[config.mk]
export PLATFORM = sky130hd
export DESIGN_NAME = ibf_ingress_feeder
export DESIGN_NICKNAME = d
export VERILOG_FILES = /design/src/rtl/ibf_pkg.sv /design/src/rtl/ibf_valid_delay.sv /design/src/rtl/ibf_ingress_feeder.sv
export SDC_FILE = /design/constraint.sdc
export NUM_CORES = 1
export LEC_CHECK = 0
export ABC_CLOCK_PERIOD_IN_PS = 2800
export CORE_UTILIZATION = 54
export CTS_BUF_LIST = sky130_fd_sc_hd__clkbuf_2 sky130_fd_sc_hd__clkbuf_4 sky130_fd_sc_hd__clkbuf_8
export DETAILED_ROUTE_END_ITERATION = 12
export GPL_ROUTABILITY_DRIVEN = 0
export PLACE_DENSITY = 0.8
export SLEW_MARGIN = 5
export SYNTH_ARGS = -nofsm -noshare
export SYNTH_HDL_FRONTEND = slang
export SYNTH_SLANG_ARGS = --single-unit
[constraint.sdc]
create_clock -name clk -period 2.8 [get_ports clk]
set_input_delay 0.7 -clock clk [delete_from_list [all_inputs] [get_ports clk]]
set_output_delay 0.7 -clock clk [all_outputs]
set_load 0.03 [all_outputs]
[src/rtl/ibf_pkg.sv]
// Shared definitions for the IBF ingress feeder: segment count helper,
// credit counter width helper, FSM state encoding and the bubble constant.
package ibf_pkg;

  // Number of input segments that make up one chain word.
  function automatic int calc_segs(input int data_width, input int seg_width);
    return data_width / seg_width;
  endfunction

  // Bits needed to hold a credit count in 0..credits inclusive.
  function automatic int credit_width(input int credits);
    return $clog2(credits + 1);
  endfunction

  // FILL accepts segments; HOLD parks a completed word until a credit exists.
  typedef enum logic {
    FILL = 1'b0,
    HOLD = 1'b1
  } feed_state_e;

  // Zero word driven into the free-running chain on every non-issue cycle.
  // Wide enough for any sane din_mod; callers slice off what they need.
  localparam int                      BUBBLE_MAX_W = 1024;
  localparam logic [BUBBLE_MAX_W-1:0] BUBBLE       = '0;

endpackage

[src/rtl/ibf_valid_delay.sv]
// Fixed-latency sideband shift register that tracks words through the IBF
// chain. DEPTH stages; DEPTH=1 is a single flop.
module ibf_valid_delay #(
  parameter int WIDTH = 2,
  parameter int DEPTH = 1
) (
  input  logic             clk,
  input  logic             rst_n,
  input  logic [WIDTH-1:0] din_i,
  output logic [WIDTH-1:0] dout_o
);

  logic [WIDTH-1:0] pipe_q [DEPTH];

  // Shift the sideband one stage per clock; reset flushes every stage.
  // NOTE: this array is cleared on reset on purpose -- it carries valid bits,
  // and a stale 1 left in any stage would surface as a spurious net_valid.
  always_ff @(posedge clk or negedge rst_n) begin
    if (!rst_n) begin
      for (int i = 0; i < DEPTH; i++) pipe_q[i] <= '0;
    end else begin
      pipe_q[0] <= din_i;
      for (int i = 1; i < DEPTH; i++) pipe_q[i] <= pipe_q[i-1];
    end
  end

  assign dout_o = pipe_q[DEPTH-1];

endmodule

[src/rtl/ibf_ingress_feeder.sv]
// Ingress feeder for the first inverse-butterfly stage. Packs SEG_WIDTH
// beats MS-first into DATA_WIDTH words, tags each with the packet mode,
// issues one registered word per credit into the free-running chain and
// regenerates valid/last aligned with the chain output.
// Optional build macro IBF_FEEDER_KEEP_EN adds the net_keep output.
module ibf_ingress_feeder
  import ibf_pkg::*;
#(
  parameter int DATA_WIDTH = 32,
  parameter int SEG_WIDTH  = 8,
  parameter int MODE_WIDTH = 2,
  parameter int PIPE_DEPTH = 5,
  parameter int CREDITS    = 4
) (
  input  logic                             clk,
  input  logic                             rst_n,
  input  logic [SEG_WIDTH-1:0]             s_data,
  input  logic [MODE_WIDTH-1:0]            s_mode,
  input  logic                             s_last,
  input  logic                             s_valid,
  output logic                             s_ready,
  output logic [DATA_WIDTH+MODE_WIDTH-1:0] din_mod,
  output logic                             net_valid,
  output logic                             net_last,
  input  logic                             credit_ret
`ifdef IBF_FEEDER_KEEP_EN
  ,
  output logic [calc_segs(DATA_WIDTH, SEG_WIDTH)-1:0] net_keep
`endif
);

  localparam int SEGS  = calc_segs(DATA_WIDTH, SEG_WIDTH);
  localparam int SCW   = (SEGS > 1) ? $clog2(SEGS) : 1;
  localparam int CW    = credit_width(CREDITS);
  localparam int DIN_W = DATA_WIDTH + MODE_WIDTH;
`ifdef IBF_FEEDER_KEEP_EN
  localparam int DLY_W = 2 + SEGS;
`else
  localparam int DLY_W = 2;
`endif

  feed_state_e           state_q;
  logic                  s_ready_q;
  logic [SCW-1:0]        seg_cnt_q;
  logic [DATA_WIDTH-1:0] word_q, word_d;
  logic [MODE_WIDTH-1:0] mode_q, mode_d;
  logic                  first_beat_q;  // next accepted beat opens a packet
  logic                  last_q;        // held word closes its packet
  logic [CW-1:0]         credit_q;
  logic [DIN_W-1:0]      din_mod_q;
  logic [DLY_W-1:0]      dly_in, dly_out;
  logic                  beat, word_done, issue;

  // s_ready_q only ever rises in FILL, so it doubles as the FILL qualifier.
  assign beat      = s_valid && s_ready_q;
  assign word_done = beat && (s_last || (seg_cnt_q == SCW'(SEGS - 1)));
  assign issue     = (state_q == HOLD) && (credit_q != '0);

  // Merge the incoming beat into the accumulator; a fresh word starts from
  // zero so a short last word leaves its unfilled low segments cleared.
  // NOTE: every always_comb output gets a default before any conditional
  // write, otherwise the tool infers a latch for the uncovered paths.
  always_comb begin
    word_d = (seg_cnt_q == '0) ? '0 : word_q;
    for (int k = 0; k < SEGS; k++) begin
      if (seg_cnt_q == SCW'(k)) word_d[DATA_WIDTH-1-k*SEG_WIDTH -: SEG_WIDTH] = s_data;
    end
    mode_d = first_beat_q ? s_mode : mode_q;
  end

  // FILL/HOLD sequencer with registered s_ready and the registered din_mod.
  // NOTE: sequential state uses non-blocking assignments so every register
  // samples pre-edge values regardless of statement order.
  always_ff @(posedge clk or negedge rst_n) begin
    if (!rst_n) begin
      state_q      <= FILL;
      s_ready_q    <= 1'b1;
      seg_cnt_q    <= '0;
      word_q       <= '0;
      mode_q       <= '0;
      first_beat_q <= 1'b1;
      last_q       <= 1'b0;
      din_mod_q    <= '0;
    end else begin
      din_mod_q <= issue ? {word_q, mode_q} : BUBBLE[DIN_W-1:0];
      case (state_q)
        FILL: begin
          if (beat) begin
            word_q       <= word_d;
            mode_q       <= mode_d;
            first_beat_q <= s_last;
            if (word_done) begin
              seg_cnt_q <= '0;
              last_q    <= s_last;
              state_q   <= HOLD;
              s_ready_q <= 1'b0;
            end else begin
              seg_cnt_q <= seg_cnt_q + SCW'(1);
            end
          end
        end
        HOLD: begin
          if (issue) begin
            state_q   <= FILL;
            s_ready_q <= 1'b1;
          end
        end
        default: begin
          state_q   <= FILL;
          s_ready_q <= 1'b1;
        end
      endcase
    end
  end

  // Credit counter: issue spends, credit_ret refunds, saturating at CREDITS.
  always_ff @(posedge clk or negedge rst_n) begin
    if (!rst_n) begin
      credit_q <= CW'(CREDITS);
    end else if (issue && !credit_ret) begin
      credit_q <= credit_q - CW'(1);
    end else if (credit_ret && !issue && (credit_q != CW'(CREDITS))) begin
      credit_q <= credit_q + CW'(1);
    end
  end

`ifdef IBF_FEEDER_KEEP_EN
  logic [SEGS-1:0] keep_q, keep_d;

  // Mark each filled segment; bit SEGS-1 is the MS (first) segment.
  always_comb begin
    keep_d = (seg_cnt_q == '0) ? '0 : keep_q;
    for (int k = 0; k < SEGS; k++) begin
      if (seg_cnt_q == SCW'(k)) keep_d[SEGS-1-k] = 1'b1;
    end
  end

  // Keep mask follows the accumulator beat for beat.
  always_ff @(posedge clk or negedge rst_n) begin
    if (!rst_n) begin
      keep_q <= '0;
    end else if (beat && (state_q == FILL)) begin
      keep_q <= keep_d;
    end
  end

  assign dly_in   = {issue, issue && last_q, {SEGS{issue}} & keep_q};
  assign net_keep = dly_out[SEGS-1:0];
`else
  assign dly_in = {issue, issue && last_q};
`endif

  // One extra stage beyond the chain depth accounts for the din_mod register.
  ibf_valid_delay #(
    .WIDTH (DLY_W),
    .DEPTH (PIPE_DEPTH + 1)
  ) u_valid_delay (
    .clk    (clk),
    .rst_n  (rst_n),
    .din_i  (dly_in),
    .dout_o (dly_out)
  );

  // Outputs are held low while reset is asserted; s_ready comes up the
  // moment reset releases because the FSM wakes in FILL.
  assign s_ready   = s_ready_q && rst_n;
  assign din_mod   = din_mod_q;
  assign net_valid = dly_out[DLY_W-1];
  assign net_last  = dly_out[DLY_W-2];

endmodule

# ---- Word level (Yosys, flattened, before mapping)
# Index checks and enable logic that the tools add are counted.
dict set report totals {
  reg_bits 89
  output_inout_bits 37
  wordCells 71
}
dict set report classes {
  addsub 3
  eq_ne 7
  muxes 17
  bitwise_logic 1
  reduce_logical 25
}
# cell n
set ops {}
lappend ops {{two-way mux 34 bit} 1}
lappend ops {{two-way mux 32 bit} 1}
lappend ops {{two-way mux 8 bit} 4}
lappend ops {{AND reduction 3 bit} 7}
lappend ops {{logical AND 1 bit} 8}
lappend ops {{nonzero test 2 bit} 4}
lappend ops {{two-way mux 1 bit} 6}
lappend ops {{two-way mux 3 bit} 2}
lappend ops {{equality test 2 bit, second input constant} 2}
lappend ops {{inequality test 2 bit, second input constant} 2}
lappend ops {{case mux 1 bit (2 select lines)} 2}
lappend ops {{adder 3 x 1 -> 3 bit, second input constant} 1}
lappend ops {{inequality test 3 bit, second input constant} 1}
lappend ops {{nonzero test 3 bit} 1}
lappend ops {{subtractor 3 x 1 -> 3 bit, second input constant} 1}
lappend ops {{adder 2 x 1 -> 2 bit, second input constant} 1}
lappend ops {{equality test 2 x 1 -> 1 bit, second input constant} 1}
lappend ops {{zero test 1 bit} 2}
lappend ops {{zero test 2 bit} 1}
lappend ops {{two-way mux 2 bit} 1}
lappend ops {{inequality test 2 x 1 -> 1 bit, second input constant} 1}
lappend ops {{AND reduction 2 bit} 1}
lappend ops {{logical OR 1 bit} 1}
lappend ops {{inverter 1 bit} 1}

# ---- Logic depth before layout (Yosys ltp)
dict set report depth {
  word_depth 7
  mapped_depth 8
}

# ---- Hierarchy
# Synthesis repeated with hierarchy kept, for this count alone.
dict set report hier_totals {
  hier_cells 243
  area_unflattened_um2 3300.7
}
# mod instances cells_per_inst area_per_inst_um2
set modules_own_cells {}
lappend modules_own_cells {ibf_ingress_feeder 1 229 2985.4}
lappend modules_own_cells {ibf_valid_delay 1 14 315.3}

# ---- Worst setup path after synthesis
# No wires, ideal clock.
dict set report synth_path {
  path_kind {input-to-reg}
  from {in credit_ret}
  to {reg credit_q[2]}
  setup_ns 0.091
  arrival_ns 1.910
  slack_ns 0.800
  stages 6
  cell_sequence {buf_2 nand2b_1 fa_1 or3b_1 nand3_1 o311ai_1}
}
dict set report synth_via {
  elab_chain_len 3
  elab_cells_between_ends 6
  cone_classes {mux (1); reduce/logical (5)}
}
# element line_no
set synth_lines {}
lappend synth_lines {{start, declared} ibf_ingress_feeder.sv:25} ;# input logic credit_ret
lappend synth_lines {{zero test 1 bit or logical AND 1 bit (tied branches)} {ibf_ingress_feeder.sv:120, ibf_ingress_feeder.sv:122}}
lappend synth_lines {{logical AND 1 bit (on tied branches)} {ibf_ingress_feeder.sv:120, ibf_ingress_feeder.sv:122}}
lappend synth_lines {{two-way mux 3 bit or nonzero test 2 bit (tied branches)} -}
lappend synth_lines {{end signal, assigned} ibf_ingress_feeder.sv:119} ;# credit_q <= CW'(CREDITS);
lappend synth_lines {{end signal, assigned} ibf_ingress_feeder.sv:121} ;# credit_q <= credit_q - CW'(1);
lappend synth_lines {{end signal, assigned} ibf_ingress_feeder.sv:123} ;# credit_q <= credit_q + CW'(1);
lappend synth_lines {{end, declared} ibf_ingress_feeder.sv:49} ;# logic [CW-1:0] credit_q;
# Parallel ways exist; a longest one is shown, timed or not.
# A chain may end at the register's enable or synchronous reset.

# ---- Worst setup path after layout
dict set report layout_path {
  from {reg din_mod_q[9], in the netlist din_mod[9]}
  to {out din_mod[9]}
}
# element line_no
set layout_lines {}
lappend layout_lines {{start, declared} ibf_ingress_feeder.sv:50} ;# logic [DIN_W-1:0] din_mod_q;
lappend layout_lines {{start signal, assigned} ibf_ingress_feeder.sv:85} ;# din_mod_q <= issue ? {word_q, mode_q} : BUBBLE[DIN_W-1:0];
lappend layout_lines {{end, declared} ibf_ingress_feeder.sv:22} ;# output logic [DATA_WIDTH+MODE_WIDTH-1:0] din_mod,
# No word-level cell between the ends.

==> results.json <==
{
  "post_dp_cell_area_um2": 3820,
  "synth_ff_type": "dfrtp_1",
  "nNetsFinal": 312,
  "ys_seq_elements": 89,
  "num_antenna_cells": 0,
  "die_h_um": 79.7,
  "fillers": 394,
  "initial_core_util": 0.575,
  "dp.cells": 353,
  "cts_tree": "yes",
  "dr.first_iter.drc_count": 126,
  "grt_util_met1": 0.263,
  "first_pass_iters": 4,
  "place_hpwl_um": 3840,
  "synth-edff-count": 0,
  "port-buffer-count": 51,
  "routed_wl_um": 5580,
  "finalInstanceArea_um2": 4010,
  "drive_gt1_frac": 0.141,
  "rsz0062_at_grt": "no",
  "startpoint_type": "flip-flop",
  "synthArstFlopShare": 1.00,
  "critPathMaxFanout": 1,
  "synth_top_area_frac": 0.660,
  "grt_first_pass_wirelength_um": 9450,
  "drcViolationCount": 0,
  "cts.repair.resized": 0,
  "yosys-top-cells-count": "dfrtp_1, and2_1, nand2_1",
  "critPathBufInv": 1,
  "cts_buffers": 9,
  "pin_count": 52,
  "grt_max_degree": 54,
  "yosysTopAreaCell": "dfrtp_1",
  "cts-root-buf": "clkbuf_8",
  "grtUsageTotal": 0.208,
  "clk_latency_ps": 360,
  "die_x_um": 79.7,
  "use_met3": 0.0571,
  "worst_pin_slew_ps": 655,
  "fin_cells": 369,
  "crit_start": "din_mod[9]",
  "netlist_instances": 237,
  "synth_area_leaders": "dfrtp_1, and2_1, a22o_1",
  "routedWlPerCell_um": 15.1,
  "clk_path_buf_depth": 2,
  "busiest_layer": "met2",
  "crit_arrival_ps": 1390,
  "grt_overflow_total": 0,
  "timing.final.crit_period_ps": 2090,
  "avgViaCountPerCell": 5.19,
  "yosysWarnings": 0,
  "max_stage_delay_ps": 670,
  "skew_ps": 10.9,
  "place_worst_setup_slack_ps": 474,
  "hold_class": "reg -> reg",
  "clkTransAtPathRegs_ps": 90,
  "timing.rr.start": "state_q",
  "syn2layout_area_growth_pct": 22.9,
  "report.final.setup_viol": 0,
  "crit_type": "reg -> out",
  "rows": 27,
  "hold_viol": 0,
  "timing.fmax_mhz": 478,
  "synth_area_um2": 3260,
  "hold_buffers": 0,
  "drtAntennaViolNets": 0,
  "synth_area_per_cell_um2": 13.8,
  "clock_sinks": 89,
  "coreArea_um2": 5680,
  "synth_cell_types": 37,
  "crit_family": "buffers and inverters",
  "cts_setup_buffers": 0,
  "maxSlewHeadroom": 0.563,
  "htree_levels": 3,
  "setup_ws_ps": 707,
  "hold_start": "u_valid_delay.pipe_q[8]",
  "endpoint_kind": "output port",
  "grt_pass1_vias": 1905,
  "cp.required_ps": 2100,
  "ys_seq_area_frac": 0.684,
  "slew_viol_final": 0,
  "p_leak_uw": 0.00195,
  "path_cells": "clkdlybuf4s50_1",
  "gr-usage-met2": 0.338,
  "status": "complete, no violations",
  "maxCapViolCount": 0,
  "yosysMostFrequentCell": "dfrtp_1",
  "antenna_found_initial": 0,
  "powerDensity_nw_per_um2": 579,
  "worst_path_max_delay_cell": "clkdlybuf4s50_1",
  "irDropWorstVdd_mv": 0.413,
  "syn_nets": 257,
  "setup_tns_ps": 0,
  "num_vias": 1915,
  "fin_crit_sh": 0.747,
  "die_area_um2": 6360
}
logic make-up (layout without fill, tap and decap cells):
family / after synthesis / count (layout) / share of synthesized area
flops: 89 / 89 / 0.684
simple gates: 77 / 77 / 0.135
compound gates: 38 / 38 / 0.0913
buf+inv: 16 / 76 / 0.0291
mux: 10 / 10 / 0.0345
fa+ha+maj: 5 / 5 / 0.0215
xor+xnor: 2 / 2 / 0.00537
layout make-up:
class / instances / area [µm²] / share of cell area
Clock inverter: 6 / 52.6 / 0.0131
Sequential cell: 89 / 2230 / 0.556
Inverter: 4 / 15.0 / 0.00375
Tap cell: 72 / 90.1 / 0.0225
Multi-Input combinational cell: 132 / 940 / 0.234
Timing Repair Buffer: 56 / 543 / 0.135
Clock buffer: 10 / 138 / 0.0343
layer usage:
metal  part of all wire  vias to the layer above
met5                  0                        -
met4              0.018                        0
met3              0.045                       11
met2               0.50                       50
met1               0.43                      943
li1                   -                      911
sequential cells by signal (all words and copies together), names as in the netlist, 2 cells and up:
name                  flops
credit_q                  3
din_mod                  34
mode_q                    2
seg_cnt_q                 2
u_valid_delay.dout_o      2
u_valid_delay.pipe_q     10
word_q                   32
final timing paths:
kind,slack [ps],cells after the start,endpoint
min reg2reg,350,0,u_valid_delay.pipe_q[6]
max,710,1,din_mod[9]
min in group asynchronous,500,2,state_q
min,350,0,u_valid_delay.pipe_q[6]
max reg2reg,900,6,credit_q[1]
max in group asynchronous,1410,3,din_mod[0]
metrics by stage:
| step | hold WS (ps) | util | power (µW) |
|---|---|---|---|
| after floorplan | 331 | - | 1450 |
| after global placement | 333 | 0.673 | 1520 |
| after detailed placement | 335 | 0.673 | 1530 |
| after CTS | 354 | 0.706 | 2340 |
| after global routing | 361 | 0.706 | 2430 |
| final | 350 | 0.706 | 2320 |
power breakdown:
group,internal [µW],switching [µW],leakage (µW)
logic,74.9,86.8,0.000634
registers,1310,34.2,0.00122
clock network,357,460,0.0000906
total,1740,581,0.00195
cells in the final DEF (no fill, tap or decap), types with 2 or more instances in the layout:
| cell | n |
|---|---|
| clkdlybuf4s50_1 | 49 |
| mux2_2 | 10 |
| nand3b_1 | 3 |
| buf_4 | 7 |
| inv_1 | 4 |
| xor2_1 | 2 |
| clkbuf_8 | 10 |
| ha_1 | 4 |
| dfstp_2 | 3 |
| clkinv_4 | 3 |
| o21ai_0 | 11 |
| dfrtp_1 | 86 |
| nand2_1 | 21 |
| nor2_1 | 3 |
| clkinvlp_4 | 2 |
| nand3_1 | 4 |
| a22o_1 | 15 |
| a32o_1 | 2 |
| and2_1 | 38 |
No activity file was read; power rests on OpenSTA's default activity.
